<file path="config.mk">
export PLATFORM = sky130hd
export DESIGN_NAME = tx_4b
export DESIGN_NICKNAME = d
export VERILOG_FILES = /design/src/rtl/tx_pkg.sv /design/src/rtl/spi_edge_sync.sv /design/src/rtl/tx_4b.sv
export SDC_FILE = /design/constraint.sdc
export NUM_CORES = 1
export LEC_CHECK = 0
export CAP_MARGIN = 25
export CELL_PAD_IN_SITES_DETAIL_PLACEMENT = 1
export CELL_PAD_IN_SITES_GLOBAL_PLACEMENT = 1
export CORE_MARGIN = 2
export CORE_UTILIZATION = 42
export CTS_BUF_LIST = sky130_fd_sc_hd__clkbuf_4
export DETAILED_ROUTE_END_ITERATION = 16
export GPL_ROUTABILITY_DRIVEN = 0
export PLACE_DENSITY = 0.86
export SKIP_CTS_REPAIR_TIMING = 1
export SYNTH_ARGS = -nofsm -noshare
export SYNTH_HDL_FRONTEND = slang
export SYNTH_SLANG_ARGS = --single-unit
</file>
<file path="constraint.sdc">
create_clock -name clk -period 2.7 [get_ports clk]
set_clock_uncertainty 0.05 [all_clocks]
set_input_delay 0.81 -clock clk [delete_from_list [all_inputs] [get_ports clk]]
set_output_delay 0.81 -clock clk [all_outputs]
set_load 0.02 [all_outputs]
</file>
<file path="src/rtl/tx_pkg.sv">
// Shared types and constants for the SPI nibble transmit stage.
// Provides the FSM state enum, sizing constants and the nibble selector.
package tx_pkg;

   typedef enum logic [1:0] {IDLE, SEND, DONE} tx_state_t;

   localparam int NIBBLES = 3;
   localparam int DATA_W  = 10;
   localparam int SYNC_FF = 2;

   // Nibble 0 carries the two top result bits, zero-extended.
   function automatic logic [3:0] nibble(input logic [DATA_W-1:0] d,
                                         input logic [1:0] idx);
      logic [3:0] n;
      case (idx)
         2'd0:    n = {2'b00, d[9:8]};
         2'd1:    n = d[7:4];
         default: n = d[3:0];
      endcase
      return n;
   endfunction

endpackage

</file>
<file path="src/rtl/spi_edge_sync.sv">
// Synchroniser plus rising-edge detector for an asynchronous input.
// Ports: clk, rst_n (sync, active-high), async_in -> level, rise (1-cycle pulse).
module spi_edge_sync #(
   parameter int DEPTH = 2
) (
   input  logic clk,
   input  logic rst_n,
   input  logic async_in,
   output logic level,
   output logic rise
);

   logic [DEPTH-1:0] sync_q;
   logic             prev_q;

   always_ff @(posedge clk) begin
      if (rst_n) begin
         sync_q <= '0;
         prev_q <= 1'b0;
      end else begin
         sync_q <= {sync_q[DEPTH-2:0], async_in};
         prev_q <= sync_q[DEPTH-1];
      end
   end

   assign level = sync_q[DEPTH-1];
   assign rise  = sync_q[DEPTH-1] & ~prev_q;

endmodule

</file>
<file path="src/rtl/tx_4b.sv">
// SPI transmit stage: takes a 10-bit result + carry by valid/ready and
// shifts it out as three MSB-first nibbles on miso, one per SPI clock rise.
// Ports: clk, rst_n (sync, active-high), spi_clk, spi_r, res_data, carry_in,
// res_valid, res_ready, miso, carry_out, tx_done.
module tx_4b
   import tx_pkg::*;
(
   input  logic              clk,
   input  logic              rst_n,
   input  logic              spi_clk,
   input  logic              spi_r,
   input  logic [DATA_W-1:0] res_data,
   input  logic              carry_in,
   input  logic              res_valid,
   output logic              res_ready,
   output logic [3:0]        miso,
   output logic              carry_out,
   output logic              tx_done
);

   localparam logic [1:0] LAST = 2'(NIBBLES - 1);

   tx_state_t         state;
   logic [1:0]        nib_cnt;
   logic [DATA_W-1:0] cap_q;

   logic clk_level, clk_rise;
   logic r_level, r_rise;
   logic spare_unused;

   spi_edge_sync #(.DEPTH(SYNC_FF)) u_clk_sync (
      .clk      (clk),
      .rst_n    (rst_n),
      .async_in (spi_clk),
      .level    (clk_level),
      .rise     (clk_rise)
   );

   spi_edge_sync #(.DEPTH(SYNC_FF)) u_r_sync (
      .clk      (clk),
      .rst_n    (rst_n),
      .async_in (spi_r),
      .level    (r_level),
      .rise     (r_rise)
   );

   assign spare_unused = clk_level ^ r_rise;

   always_ff @(posedge clk) begin
      if (rst_n) begin
         state     <= IDLE;
         nib_cnt   <= 2'd0;
         cap_q     <= '0;
         miso      <= 4'd0;
         carry_out <= 1'b0;
         res_ready <= 1'b0;
      end else begin
         unique case (state)
            IDLE: begin
               if (res_valid && res_ready) begin
                  cap_q     <= res_data;
                  nib_cnt   <= 2'd0;
                  miso      <= nibble(res_data, 2'd0);
                  carry_out <= carry_in;
                  res_ready <= 1'b0;
                  state     <= SEND;
               end else begin
                  miso      <= 4'd0;
                  carry_out <= 1'b0;
                  res_ready <= 1'b1;
               end
            end
            SEND: begin
               // A low read enable freezes the transfer.
               if (clk_rise && r_level) begin
                  if (nib_cnt < LAST) begin
                     nib_cnt <= nib_cnt + 2'd1;
                     miso    <= nibble(cap_q, nib_cnt + 2'd1);
                  end else begin
                     state <= DONE;
                  end
               end
            end
            DONE: begin
               // Ready rises here so the first IDLE cycle can handshake.
               miso      <= 4'd0;
               carry_out <= 1'b0;
               res_ready <= 1'b1;
               state     <= IDLE;
            end
            default: state <= IDLE;
         endcase
      end
   end

   assign tx_done = (state == DONE);

endmodule

</file>
Yosys cells after proc, flatten, opt, wreduce, memory -nomap -nowiden
Cells that the tools add are included.
Word-level totals
  output and inout port bits: 7
  latch bits: 0
  ROM bits: 0
  RAM bits: 0
  memories kept: 0
  flip-flop bits (word level): 25
  input bits: 16
  word-level logic and storage cells: 48
Cells by class
  shifts and indexed selects: 0
  bitwise logic cells: 2
  add/subtract/negate cells: 1
  equality and inequality tests: 7
  reductions and logical operators: 11
  divide/modulo/power cells: 0
  mux-type cells: 17
  multipliers: 0
  order comparisons: 1
Operators by type and width (number)
  2-to-1 mux 2 bit: 7
  one-hot mux 4 bit (3 select lines): 1
  2-to-1 mux 4 bit: 2
  inequality test 2 bit (second input constant): 4
  one-hot mux 2 bit (2 select lines): 2
  one-hot mux 4 bit (2 select lines): 1
  AND reduction 3 bit: 2
  == test 2 x 1 -> 1 bit (second input constant): 2
  logical NOT 2 bit: 2
  one-hot mux 1 bit (2 select lines): 2
  AND reduction 4 bit: 1
  nonzero test 2 bit: 2
  nonzero test 3 bit: 1
  adder 2 x 1 -> 2 bit (second input constant): 1
  == test 2 bit (second input constant): 1
  logical AND 1 bit: 2
  < comparator 2 bit (second input constant): 1
  2-to-1 mux 1 bit: 2
  AND reduction 2 bit: 1
  bitwise AND 1 bit: 1
  NOT 1 bit: 1

Logic depth before layout (Yosys ltp)
Gate-level depths: netlist of the first run.
  word-level depth: 6
  mapped depth: 6

Hierarchy
A second synthesis of the first run with hierarchy kept.
Unflattened totals
  cells, all modules: 132
  area, all modules: 1151.1 µm²
By module, submodules not included
  tx_4b: instances 1, area each 975.9 µm², cells an instance 118
  spi_edge_sync: instances 2, area each 87.6 µm², cells an instance 7

Worst setup path before layout of the first run
No wires, ideal clock.
  kind: reg2out
  from: register state[0]
  to: output tx_done
  path slack: 1.157 ns
  arrival: 0.683 ns
  cell stages (with the launch flop): 3
  cell sequence: dfxtp_1 > inv_1 > ha_1
On the way
  longest elaborated chain between the ends: 1
Ends and longest elaborated chain
  from (decl): line tx_4b.sv:23  | tx_state_t state;
  from (signal assigned): line tx_4b.sv:51  | state <= IDLE;
  from (signal assigned): line tx_4b.sv:66  | state <= SEND;
  from (signal assigned): line tx_4b.sv:80  | state <= DONE;
  == test 2 bit: line tx_4b.sv:96  | assign tx_done = (state == DONE);
  to (decl): line tx_4b.sv:18  | output logic tx_done
Every way passes these cells.

Final worst setup path of the first run
Same ends and word-level chain as after synthesis.

==> results.cfg, run 1 <==
[outcome]
status = finished clean

[timing]
period_needed_ns = 2.49
post-route-period-util = 0.921
worst_slew_pin_slew_ns = 0.565
max_freq_mhz = 402
hold_viol = 0
rsz0062_at_grt = no
setup_ws_ns = 0.214
slew_headroom = 0.622
tns_ns = 0
setup-violations-final = 0
slew_viol_final = 0

[yosys]
seq_area_frac_synth = 0.427
synth_fp_nets = 154
yosysWarningCount = 0
synth.avg_cell_area_um2 = 8.88
postSynthCellCount = 132
synth_area_um2 = 1170
synth_flop_cell = dfxtp_1
synth_edf_count = 0
synth_async_sr_flop_share = 0
synthDistinctLibCells = 30
ys_ff_latch = 25

[worst_setup_path]
required_ns = 1.84
startpoint = state[0]$_SDFFE_PP0P_
rr_startpoint = nib_cnt[1]$_SDFFE_PP0P_
r2r_end = miso[3]$_SDFFE_PP0P_
end_kind = primary output
crit_arrival_ns = 1.63
worst-setup-path-type = flop to primary output
r2r_slack_ns = 0.87
start_kind = flop
critPathMaxFanout = 3
crit_end = tx_done
reg2reg_depth = 5

[floorplan]
initial_core_util = 0.433
ios = 23
row_count = 19
core-area_um2 = 2710
die_h_um = 56.8
die_w_um = 56.8
dieArea_um2 = 3230

[cells_and_area]
area_delta_synth_final_pct = 21.8
drive_above_1_share = 0.0592
final_cells = 183
antenna_cells = 0
fin_nets = 175

[place]
dp_cells = 179
hpwl_um = 1980
port_buffers = 22
pre_cts_slack_ns = 0.387

[clock_network]
clk_latency_ns = 0.33
numCtsBuffers = 3
clock_tree.buffer_depth = 2
clockRootBuffer = clkbuf_4
cts.clk_slew.worst_paths_ns = 0.14
h-tree-depth = 1
cts_tree = done
clock_sinks = 25

[route]
via_per_inst = 5.46
via_count = 1000
drc = 0
route.antenna.remaining_nets = 0
drt-initial-drc-count = 13
first_pass_iters = 4
wire_per_inst_um = 14.5
wl_um = 2650

[pwr]
leakage_uw = 0.000486
power.density_nw_per_um2 = 480
ir_worst_vdd_mv = 0.283

[worst_hold_path]
holdCritPathClass = flop to flop
whs_path_depth = 1

[global_route]
antenna_found_initial = 0
grt_pass1_wl_um = 4600
overflow = 0
grt_max_degree = 17
track_usage = 0.179
grt_pass1_vias = 1026

[flow_run]
max_cap_violations = 0
## how the worst min path moves through the flow
stage,from,end,slack (ns)
after global routing,u_clk_sync.sync_q[0]$_SDFF_PP0_,u_clk_sync.sync_q[1]$_SDFF_PP0_,0.42
after detailed placement,u_clk_sync.sync_q[0]$_SDFF_PP0_,u_clk_sync.sync_q[1]$_SDFF_PP0_,0.39
after floorplan,u_clk_sync.sync_q[0]$_SDFF_PP0_,u_clk_sync.sync_q[1]$_SDFF_PP0_,0.36
after CTS,u_clk_sync.sync_q[0]$_SDFF_PP0_,u_clk_sync.sync_q[1]$_SDFF_PP0_,0.41
final,u_clk_sync.sync_q[0]$_SDFF_PP0_,u_clk_sync.sync_q[1]$_SDFF_PP0_,0.41
after global placement,u_r_sync.sync_q[0]$_SDFF_PP0_,u_r_sync.sync_q[1]$_SDFF_PP0_,0.38
## routing by layer
metal  up-vias  share of wire  track usage
met4         0          0.015       0.0598
met1       474           0.47        0.230
li1        500              -            -
met2        21           0.49        0.301
met3         5          0.029       0.0346
met5         -              0            0
## critical path: stages, from the launching register on
cell	delay (ns)
dfxtp_1	0.36
inv_1	0.11
ha_1	0.21
clkdlybuf4s50_1	0.62
## cells in the mapped netlist (2+ instances only)
cell type / count / area share
nor3_1: 2 / 0.0085
nand2b_1: 3 / 0.016
nand4b_1: 3 / 0.022
clkbuf_1: 2 / 0.0064
dfxtp_1: 25 / 0.43
a31oi_1: 3 / 0.016
nand2_1: 25 / 0.080
a221oi_1: 2 / 0.015
a311oi_1: 3 / 0.022
nor2b_1: 7 / 0.037
a211oi_1: 3 / 0.019
ha_1: 6 / 0.064
buf_2: 3 / 0.013
inv_1: 7 / 0.022
nand3_1: 4 / 0.017
nor2_1: 2 / 0.0064
a211o_1: 4 / 0.030
mux2i_1: 2 / 0.017
a21oi_1: 14 / 0.060
nand3b_1: 2 / 0.013
## flip-flops by register name (all words and copies together), names as in the netlist
register           cells
state                  2
u_r_sync.sync_q        2
u_clk_sync.prev_q      1
nib_cnt                2
u_clk_sync.sync_q      2
res_ready              1
miso                   4
cap_q                 10
carry_out              1
## layout by cell type (no fill, tap or decap), types with 2 or more instances in the layout
cell type and instances:
a31oi_1 3, dfxtp_1 25, clkbuf_4 4, nand2_1 25
nand3b_1 2, ha_1 6, nor3_1 2, nand2b_1 3
a311oi_1 3, nor2b_1 7, nand3_1 4, clkdlybuf4s50_1 22
nand4b_1 3, inv_1 7, mux2i_1 2, a211oi_1 3
nor2_1 2, a211o_1 4, a221oi_1 2, a21oi_1 14
## where the power goes
part / total (uW) / leakage, uW / switching [uW] / internal (uW)
clock: 183 / 0.0000184 / 115 / 68.0
combinational: 104 / 0.000264 / 51.1 / 52.9
sequential: 398 / 0.000204 / 12.2 / 386
total: 685 / 0.000486 / 179 / 507
## area by class of cell
cell class | instances | area (um2)
fillers | 321 | 1280
multi-input cells | 93 | 604
flip-flops and latches | 25 | 500
repair buffers | 23 | 228
well taps | 31 | 38.8
clock buffers | 4 | 30.0
inverters | 7 | 26.3
## logic make-up (layout without fill, tap and decap cells)
logic type / Yosys count / in the layout / synth area share
AOI/OAI and AO/OA: 33 / 33 / 0.189
adders and majority gates: 6 / 6 / 0.0640
buffers and inverters: 14 / 34 / 0.0576
DFF: 25 / 25 / 0.427
muxes: 2 / 2 / 0.0171
and+or+nand+nor: 52 / 52 / 0.245
## through the flow
| step | hold slack, ns | power [uW] | utilization | instance area, um2 |
|---|---|---|---|---|
| final | 0.407 | 685 | 0.527 | 1430 |
| after global routing | 0.420 | 725 | 0.527 | 1430 |
| after CTS | 0.413 | 691 | 0.527 | 1430 |
| after detailed placement | 0.389 | 511 | 0.516 | 1400 |
| after global placement | 0.379 | 508 | 0.516 | 1400 |
| after floorplan | 0.364 | 466 | - | 1170 |
No activity file was read; power rests on OpenSTA's default activity.
==> inputs of run 2 (changes only) <==
Settings changed: CORE_UTILIZATION 42 to 52, DONT_BUFFER_PORTS from default to 1, PLACE_DENSITY 0.86 to 0.87.
==> results.cfg, run 2 (synthesized netlist as in run 1, its figures left out) <==
[floorplan]
row_count = 17
die_h_um = 51.5
initial_core_util = 0.540
ios = 23
core-area_um2 = 2170
dieArea_um2 = 2650
die_w_um = 51.5

[global_route]
overflow = 0
grt_max_degree = 28
grt_pass1_vias = 923
grt_pass1_wl_um = 4350
antenna_found_initial = 0
track_usage = 0.227

[route]
drt-initial-drc-count = 10
wl_um = 2540
first_pass_iters = 4
route.antenna.remaining_nets = 0
wire_per_inst_um = 16.2
via_per_inst = 5.84
drc = 0
via_count = 917

[cells_and_area]
largest_reg_flops = 10
antenna_cells = 0
fillers = 284
postLayoutCellArea_um2 = 1190
drive_above_1_share = 0.0620
largestRegisters = cap_q (10), miso (4)
largest_register = cap_q
area_delta_synth_final_pct = 1.81
layout_common_cells = nand2_1 (25), dfxtp_1 (25), a21oi_1 (14), inv_1 (7), nor2b_1 (7)
fin_nets = 152

[timing]
slew_viol_final = 0
max_freq_mhz = 507
holdWs_ns = 0.404
slew_headroom = 0.689
post-route-period-util = 0.730
period_needed_ns = 1.97
tns_ns = 0
rsz0062_at_grt = no
hold_viol = 0
setup-violations-final = 0
worst_slew_pin_slew_ns = 0.466

[clock_network]
numCtsBuffers = 3
clockRootBuffer = clkbuf_4
cts.clk_slew.worst_paths_ns = 0.13
cts_tree = done
clk_latency_ns = 0.32
clock_sinks = 25
clock_tree.buffer_depth = 2
h-tree-depth = 1

[worst_setup_path]
end_kind = primary output
critPathMaxFanout = 3
crit_arrival_ns = 1.11
startpoint = state[0]$_SDFFE_PP0P_
required_ns = 1.84
r2r_slack_ns = 0.95
rr_startpoint = nib_cnt[1]$_SDFFE_PP0P_
worst-setup-path-type = flop to primary output
start_kind = flop

[outcome]
status = finished clean

[place]
postPlaceCellArea_um2 = 1170
hpwl_um = 1900
port_buffers = 0

[worst_hold_path]
holdCritStartpoint = u_clk_sync.sync_q[0]$_SDFF_PP0_
holdCritPathClass = flop to flop

[pwr]
ir_worst_vdd_mv = 0.449
power_uw = 635
leakage_uw = 0.000398
power.density_nw_per_um2 = 532

[flow_run]
max_cap_violations = 0
[run 2: final cells by class]
class,instances,area (um2),share of cell area
clock buffer,3,22.5,0.0189
clock inverter,1,5.00,0.00419
inverter,7,26.3,0.0220
multi-input combinational,93,604,0.506
sequential,25,500,0.419
tap,28,35.0,0.0294
[run 2: power by group]
| group | switching [uW] | internal (uW) | leakage (uW) | total, uW |
|---|---|---|---|---|
| Clock | 114 | 55.6 | 0.0000177 | 169 |
| Combinational | 34.8 | 26.5 | 0.000176 | 61.3 |
| Sequential | 18.7 | 386 | 0.000204 | 404 |
[run 2: worst max-delay path, stage by stage (launching register included)]
cell and delay (ns):
dfxtp_1 0.39, inv_1 0.09, ha_1 0.31
[run 2: worst paths after layout]
check / end / depth (start not counted)
setup / recovery: tx_done / 2
hold / removal: u_clk_sync.sync_q[1]$_SDFF_PP0_ / 1
setup reg to reg: miso[3]$_SDFFE_PP0P_ / 5
hold reg to reg: u_clk_sync.sync_q[1]$_SDFF_PP0_ / 1
[run 2: stage by stage]
stage	instances	worst slack (ns)	util
floorplan	132	1.16	-
global placement	153	1.07	0.537
detailed placement	153	0.987	0.537
CTS	157	0.705	0.550
global route	157	0.640	0.550
finish	157	0.729	0.550
[run 2: routing by layer]
layer | GRT usage | vias to the layer above | part of all wire
met4 | 0.162 | 0 | 0.039
li1 | - | 456 | -
met5 | 0 | - | 0
met1 | 0.272 | 427 | 0.42
met2 | 0.370 | 26 | 0.50
met3 | 0.0322 | 8 | 0.040
==> inputs of run 3 (changes only) <==
Settings changed: CORE_UTILIZATION 52 to 48, PLACE_DENSITY 0.87 to 0.81.
Clock period 2.7 ns to 1.97 ns, I/O delays scaled along.
==> results.cfg, run 3 (synthesized netlist as in run 1, its figures left out) <==
[pwr]
ir_worst_vdd_mv = 0.525
power.density_nw_per_um2 = 729
leakage_uw = 0.000394

[worst_setup_path]
cp_top_family = flip-flops
cp.buffers_inverters = 1
end_kind = primary output
start_kind = flop
crit_end = tx_done
startpoint = state[0]$_SDFFE_PP0P_
critPathMaxFanout = 3
path_cells = inv_1, ha_1
required_ns = 1.33
r2r_end = miso[1]$_SDFFE_PP0P_
r2r_slack_ns = 0.24
critPathMaxStageDelay_ns = 0.35
reg2reg_depth = 5
slowest_stage = dfxtp_1
worst-setup-path-type = flop to primary output
rr_startpoint = state[1]$_SDFFE_PP0P_
path_depth = 2
crit_arrival_ns = 1.10

[place]
postPlaceCellArea_um2 = 1170
hpwl_um = 1850
port_buffers = 0

[timing]
tns_ns = 0
worst_slew_pin_slew_ns = 0.472
period_needed_ns = 1.74
slew_viol_final = 0
post-route-period-util = 0.883
max_freq_mhz = 575
setup-violations-final = 0
slew_headroom = 0.685
rsz0062_at_grt = no
hold_viol = 0

[cells_and_area]
area_delta_synth_final_pct = 2.03
largest_register = cap_q
postLayoutCellArea_um2 = 1200
largest_reg_flops = 10
utilization = 0.531
antenna_cells = 0
layout_common_cells = nand2_1 (25), dfxtp_1 (25), a21oi_1 (14), inv_1 (7), nor2b_1 (7)
drive_above_1_share = 0.0620
fin_nets = 152
largestRegisters = cap_q (10), miso (4)

[route]
wire_per_inst_um = 15.4
drt-initial-drc-count = 6
wl_um = 2420
via_per_inst = 5.82
first_pass_iters = 4
via_count = 914
drc = 0
route.antenna.remaining_nets = 0

[global_route]
grt_pass1_vias = 942
grt_pass1_wl_um = 4100
grt_max_degree = 28
track_usage = 0.202
overflow = 0
antenna_found_initial = 0

[clock_network]
cts_tree = done
cts.clk_slew.worst_paths_ns = 0.14
h-tree-depth = 1
clockRootBuffer = clkbuf_4
clock_tree.buffer_depth = 2
numCtsBuffers = 3
clk_latency_ns = 0.32
clock_sinks = 25

[flow_run]
max_cap_violations = 0

[floorplan]
ios = 23
die_h_um = 53.4
dieArea_um2 = 2850
die_w_um = 53.4
core-area_um2 = 2250
initial_core_util = 0.520
row_count = 17

[outcome]
status = finished clean

[worst_hold_path]
holdCritPathClass = input port to flop
-- run 3: worst min-delay path by stage --
stage | start | end | cells past startpoint
4_1_cts | rst_n | cap_q[0]$_SDFFE_PP0P_ | 1
3_5_place_dp | u_clk_sync.sync_q[0]$_SDFF_PP0_ | u_clk_sync.sync_q[1]$_SDFF_PP0_ | 1
6_report | rst_n | u_r_sync.sync_q[0]$_SDFF_PP0_ | 1
2_1_floorplan | u_clk_sync.sync_q[0]$_SDFF_PP0_ | u_clk_sync.sync_q[1]$_SDFF_PP0_ | 1
5_1_grt | rst_n | u_r_sync.sync_q[0]$_SDFF_PP0_ | 1
3_3_place_gp | u_clk_sync.sync_q[0]$_SDFF_PP0_ | u_clk_sync.sync_q[1]$_SDFF_PP0_ | 1
-- run 3: worst register-to-register path: cells and delay by family, from the launching register on --
family | cells | cell delay [ns]
DFF | 1 | 0.37
buffers and inverters | 1 | 0.09
AOI/OAI and AO/OA | 2 | 0.56
and+or+nand+nor | 1 | 0.20
adders and majority gates | 1 | 0.38
-- run 3: per-stage QoR --
step                total power (uW)  setup WS [ns]  std cells  hold slack, ns
CTS                              879          0.208        157           0.259
floorplan                        639          0.437        132           0.364
detailed placement               651          0.238        153           0.382
global placement                 647          0.321        153           0.377
global route                     917         0.0735        157           0.243
finish                           872          0.230        157           0.266
-- run 3: final cells by class --
class,instances,area [um2]
fillers,281,1060
multi-input cells,93,604
flip-flops and latches,25,500
well taps,28,35.0
inverters,7,26.3
clock buffers,3,22.5
clock inverters,1,7.51
-- run 3: layer usage --
layer	global-route usage	share of wire	vias up
li1	-	-	458
met1	0.244	0.47	435
met2	0.348	0.48	16
met3	0.0424	0.041	5
met4	0.0769	0.015	0
met5	0	0	-
-- run 3: power breakdown --
| part | internal [uW] | switching, uW | leakage [uW] |
|---|---|---|---|
| Clock | 77.6 | 155 | 0.0000139 |
| Combinational | 36.3 | 47.8 | 0.000176 |
| Sequential | 529 | 25.6 | 0.000204 |
